[src/rtl/debounce_sync.sv]
// Synchronises a raw asynchronous level into clk, qualifies it with a stability
// counter and publishes a clean level plus single-cycle rise/fall pulses.
module debounce_sync #(
    parameter int   SYNC_STAGES = 2,
    parameter int   CNT_MAX     = 1000,
    parameter int   CNT_WIDTH   = 10,
    parameter logic RST_VAL     = 1'b0
) (
    input  logic clk,
    input  logic rst,
    input  logic din,
    output logic dout,
    output logic rise,
    output logic fall,
    output logic busy
);

    typedef enum logic [1:0] {STABLE_LO, WAIT_HI, STABLE_HI, WAIT_LO} state_t;

    localparam logic [CNT_WIDTH-1:0] CNT_LAST = CNT_WIDTH'(CNT_MAX - 1);
    localparam logic [CNT_WIDTH-1:0] CNT_ONE  = CNT_WIDTH'(1);

    logic [SYNC_STAGES-1:0] sync;
    logic                   s;
    state_t                 state;
    logic [CNT_WIDTH-1:0]   cnt;

    // Synchroniser stage boundary: din lands directly on sync[0]
    always_ff @(posedge clk or posedge rst) begin
        if (rst) begin
            sync <= {SYNC_STAGES{RST_VAL}};
        end else begin
            sync <= {sync[SYNC_STAGES-2:0], din};
        end
    end

    assign s = sync[SYNC_STAGES-1];

    // Qualification stage boundary: every output is registered alongside the state
    always_ff @(posedge clk or posedge rst) begin
        if (rst) begin
            state <= RST_VAL ? STABLE_HI : STABLE_LO;
            cnt   <= '0;
            dout  <= RST_VAL;
            rise  <= 1'b0;
            fall  <= 1'b0;
            busy  <= 1'b0;
        end else begin
            rise <= 1'b0;
            fall <= 1'b0;
            case (state)
                STABLE_LO: begin
                    if (s) begin
                        if (CNT_MAX == 1) begin
                            state <= STABLE_HI;
                            dout  <= 1'b1;
                            rise  <= 1'b1;
                            cnt   <= '0;
                            busy  <= 1'b0;
                        end else begin
                            state <= WAIT_HI;
                            cnt   <= CNT_ONE;
                            busy  <= 1'b1;
                        end
                    end
                end
                WAIT_HI: begin
                    if (!s) begin
                        state <= STABLE_LO;
                        cnt   <= '0;
                        busy  <= 1'b0;
                    end else if (cnt == CNT_LAST) begin
                        state <= STABLE_HI;
                        dout  <= 1'b1;
                        rise  <= 1'b1;
                        cnt   <= '0;
                        busy  <= 1'b0;
                    end else begin
                        cnt <= cnt + CNT_ONE;
                    end
                end
                STABLE_HI: begin
                    if (!s) begin
                        if (CNT_MAX == 1) begin
                            state <= STABLE_LO;
                            dout  <= 1'b0;
                            fall  <= 1'b1;
                            cnt   <= '0;
                            busy  <= 1'b0;
                        end else begin
                            state <= WAIT_LO;
                            cnt   <= CNT_ONE;
                            busy  <= 1'b1;
                        end
                    end
                end
                WAIT_LO: begin
                    if (s) begin
                        state <= STABLE_HI;
                        cnt   <= '0;
                        busy  <= 1'b0;
                    end else if (cnt == CNT_LAST) begin
                        state <= STABLE_LO;
                        dout  <= 1'b0;
                        fall  <= 1'b1;
                        cnt   <= '0;
                        busy  <= 1'b0;
                    end else begin
                        cnt <= cnt + CNT_ONE;
                    end
                end
                default: begin
                    state <= STABLE_LO;
                    cnt   <= '0;
                    dout  <= 1'b0;
                    busy  <= 1'b0;
                end
            endcase
        end
    end

endmodule

[config.mk]
export PLATFORM = sky130hd
export DESIGN_NAME = debounce_sync
export DESIGN_NICKNAME = d
export VERILOG_FILES = /design/src/rtl/debounce_sync.sv
export SDC_FILE = /design/constraint.sdc
export NUM_CORES = 1
export LEC_CHECK = 0
export CAP_MARGIN = 25
export CORE_MARGIN = 1.5
export CORE_UTILIZATION = 59
export CTS_CLUSTER_SIZE = 10
export DETAILED_ROUTE_END_ITERATION = 16
export PLACE_DENSITY = 0.81
export SLEW_MARGIN = 15
export SYNTH_ARGS = -nofsm -noshare
export SYNTH_HDL_FRONTEND = slang
export SYNTH_SLANG_ARGS = --single-unit
[constraint.sdc]
create_clock -name clk -period 2.6 [get_ports clk]
set_input_delay 0.52 -clock clk [delete_from_list [all_inputs] [get_ports clk]]
set_output_delay 0.52 -clock clk [all_outputs]
set_load 0.02 [all_outputs]
==> impl_metrics.sql <==
INSERT INTO impl_metrics (metric_group, metric, value, unit) VALUES
('timing', 'rsz0062_at_grt', 'false', ''),
('clock_tree', 'cts_repair_resize_count', '0', ''),
('setup_path', 'worstPathRequired', '2080', 'ps'),
('setup_path', 'crit_type', 'reg -> out', ''),
('timing', 'timing.clock.skew', '10.0', 'ps'),
('floorplanning', 'core', '1470', 'sq um'),
('setup_path', 'critical_path.max_fanout', '3', ''),
('timing', 'tns', '0', 'ps'),
('clock_tree', 'cts.clk_slew.worst_paths', '90', 'ps'),
('synthesis', 'dominantRegCellSynth', 'sky130_fd_sc_hd__dfrtp_1', ''),
('placed_design', 'portBuffers', '6', ''),
('synthesis', 'post_synthesis_sequential_area_ratio', '49.4', '%'),
('setup_path', 'critical_path.n_buffers_inverters', '1', ''),
('setup_path', 'worst_path_dominant_cell_family', 'buffers and inverters', ''),
('timing', 'period_share', '68.8', '%'),
('timing', 'finalWorstPathRequiredPeriod', '1790', 'ps'),
('detailed_routing', 'wl_per_cell', '14.9', 'microns'),
('clock_tree', 'postCtsHoldBufs', '0', ''),
('synthesis', 'avgSynthCellArea', '10.4', 'sq um'),
('synthesis', 'synth_enable_flop_cells', '0', ''),
('floorplanning', 'die_width', '42.3', 'microns'),
('synthesis', 'synthCells', '88', ''),
('flow_run', 'drv.max_cap_violation_count', '0', ''),
('grt', 'grt.total_usage', '19.8', '%'),
('floorplanning', 'number_of_rows_created_at_floorplan', '14', ''),
('setup_path', 'timing.critical_path.to_type', 'output port', ''),
('layout', 'final_cell_mix', 'sky130_fd_sc_hd__dfrtp_1, sky130_fd_sc_hd__nand2_1, sky130_fd_sc_hd__nor2_1', ''),
('layout', 'final_common_cell', 'sky130_fd_sc_hd__dfrtp_1', ''),
('detailed_routing', 'antenna_left', '0', ''),
('floorplanning', 'initial_core_util', '62.0', '%'),
('clock_tree', 'clockRootBuffer', 'sky130_fd_sc_hd__clkbuf_4', ''),
('detailed_routing', 'drc_errors', '0', ''),
('timing', 'hold_viol_final', '0', ''),
('clock_tree', 'clock_tree.htree_level_count', '1', ''),
('timing', 'timing_worst_slew_pin_value', '677', 'ps'),
('clock_tree', 'cts_made_buffers', '3', ''),
('floorplanning', 'die_h', '42.3', 'microns'),
('synthesis', 'postSynthRegisterBits', '18', ''),
('detailed_routing', 'drt-pass1-iter-count', '4', ''),
('clock_tree', 'cts-root-to-sink-buffers', '2', ''),
('timing', 'slew_violations', '0', ''),
('detailed_routing', 'num_vias', '697', ''),
('setup_path', 'cpMaxStageDelayCell', 'sky130_fd_sc_hd__clkdlybuf4s50_1', ''),
('layout', 'antenna-diode-count', '0', ''),
('grt', 'antenna_violations_before_repair', '0', ''),
('layout', 'fillerInstances', '112', ''),
('synthesis', 'netlist_area', '912', 'sq um'),
('grt', 'grt_start_max_net_pins', '19', ''),
('grt', 'first_global_vias', '610', ''),
('synthesis', 'ys_async_sr_fraction', '100', '%'),
('min_path', 'hold_path_class', 'reg -> reg', ''),
('power', 'power.ir.vdd_worst', '0.362', 'mV'),
('power', 'power_density', '545', 'nW/um^2'),
('setup_path', 'cp.arrival', '1270', 'ps'),
('clock_tree', 'post-cts-setup-buffer-count', '0', ''),
('setup_path', 'cpPeakStageDelay', '610', 'ps'),
('layout', 'flow.area_growth_from_synthesis', '7.27', '%'),
('setup_path', 'cp-start-kind', 'register', ''),
('clock_tree', 'num_clock_sinks', '18', ''),
('grt', 'grt_first_pass_wirelength', '2.64', 'mm'),
('power', 'power.static_leakage', '0.430', 'nW'),
('floorplanning', 'top_level_ports', '7', ''),
('timing', 'setup_viol', '0', ''),
('layout', 'drive_gt1_share', '11.6', '%'),
('clock_tree', 'clock_latency', '300', 'ps'),
('clock_tree', 'cts_tree', 'done', ''),
('synthesis', 'syn-num-nets', '92', ''),
('grt', 'grt.overflow.total', '0', ''),
('placed_design', 'gp_congestion', '0.852', ''),
('status', 'status', 'completed', ''),
('detailed_routing', 'drt_iter0_drc', '14', ''),
('timing', 'max_freq', '559', 'MHz'),
('placed_design', 'dp.final_hpwl', '1.11', 'mm'),
('timing', 'slew_headroom', '54.8', '%'),
('detailed_routing', 'drt-vias-per-instance', '6.28', ''),
('floorplanning', 'floorplan.die_area', '1790', 'sq um'),
('detailed_routing', 'finalWirelength', '1.65', 'mm'),
('power', 'design_power_total', '0.533', 'mW'),
('layout', 'finalNetCount', '101', ''),
('synthesis', 'synth.yosys.warnings', '0', ''),
('synthesis', 'yosys.cell_types.count', '33', ''),
('setup_path', 'path_cells', 'clkdlybuf4s50_1', '');
[routing by layer]
metal / part of all wire [%] / up-vias / wire length, microns / track usage [%]
li1: - / 336 / - / -
met2: 46 / 28 / 766 / 31.4
met1: 46 / 330 / 754 / 26.8
met4: 1.0 / 0 / 17 / 5.63
met3: 6.7 / 3 / 111 / 5.17
met5: 0 / - / 0 / 0
[metrics by stage]
stage	hold WS [ps]	worst slack (ps)	util (%)	instances	cell area, sq um
4_1_cts	372	801	66.5	111	978
2_1_floorplan	331	1070	-	88	912
6_report	374	811	66.5	111	978
3_3_place_gp	335	965	65.0	108	956
3_5_place_dp	350	884	65.0	108	956
5_1_grt	373	710	66.5	111	978
[cells in the mapped netlist (2+ instances only)]
cell type / instances / area (sq um)
sky130_fd_sc_hd__o21ai_1: 5 / 25.0
sky130_fd_sc_hd__nand3_1: 3 / 15.0
sky130_fd_sc_hd__o21ai_0: 6 / 30.0
sky130_fd_sc_hd__inv_1: 2 / 7.51
sky130_fd_sc_hd__dfrtp_1: 18 / 450
sky130_fd_sc_hd__and3_1: 2 / 12.5
sky130_fd_sc_hd__o31ai_1: 3 / 22.5
sky130_fd_sc_hd__nor3b_1: 2 / 15.0
sky130_fd_sc_hd__a21oi_1: 6 / 30.0
sky130_fd_sc_hd__nand2_1: 10 / 37.5
sky130_fd_sc_hd__nor2_1: 8 / 30.0
sky130_fd_sc_hd__nor3_1: 2 / 10.0
[final timing paths]
path | from | endpoint | slack [ps] | depth (start not counted)
worst max register to register | cnt[0] | cnt[6] | 830 | 6
worst min register to register | sync[0] | sync[1] | 370 | 0
worst max-delay path | dout | dout | 810 | 1
max in group asynchronous | rst | busy | 1540 | 2
min in group asynchronous | rst | rise | 620 | 2
worst min-delay path | sync[0] | sync[1] | 370 | 0
[cells by family (layout without fill, tap and decap cells)]
| logic type | count (synthesis) | after routing | share of synthesized area, % |
|---|---|---|---|
| muxes | 1 | 1 | 1.23 |
| adders and majority gates | 1 | 1 | 1.37 |
| DFF | 18 | 18 | 49.4 |
| buffers and inverters | 4 | 11 | 4.80 |
| xor gates and xnor gates | 3 | 3 | 3.70 |
| AOI/OAI and AO/OA | 25 | 25 | 16.7 |
| and+or+nand+nor | 36 | 36 | 22.8 |
[cell type report]
class / instances / area, sq um / share of cell area, %
clock buffer: 3 / 22.5 / 2.30
timing repair buffer: 6 / 60.1 / 6.14
multi-input combinational: 66 / 418 / 42.7
inverter: 2 / 7.51 / 0.767
tap: 16 / 20.0 / 2.05
sequential: 18 / 450 / 46.0
[flip-flops by register name, indices dropped and copies added (netlist names), named ones only]
name   flops
cnt       10
sync       2
busy       1
state      1
fall       1
dout       1
rise       1
[where the power goes]
group | internal [mW] | total (mW) | switching [mW] | leakage, nW
Clock | 0.0541 | 0.142 | 0.0881 | 0.0138
Sequential | 0.297 | 0.320 | 0.0234 | 0.240
Combinational | 0.0298 | 0.0703 | 0.0406 | 0.177
Total | 0.381 | 0.533 | 0.152 | 0.430
No activity file was read; power rests on OpenSTA's default activity.
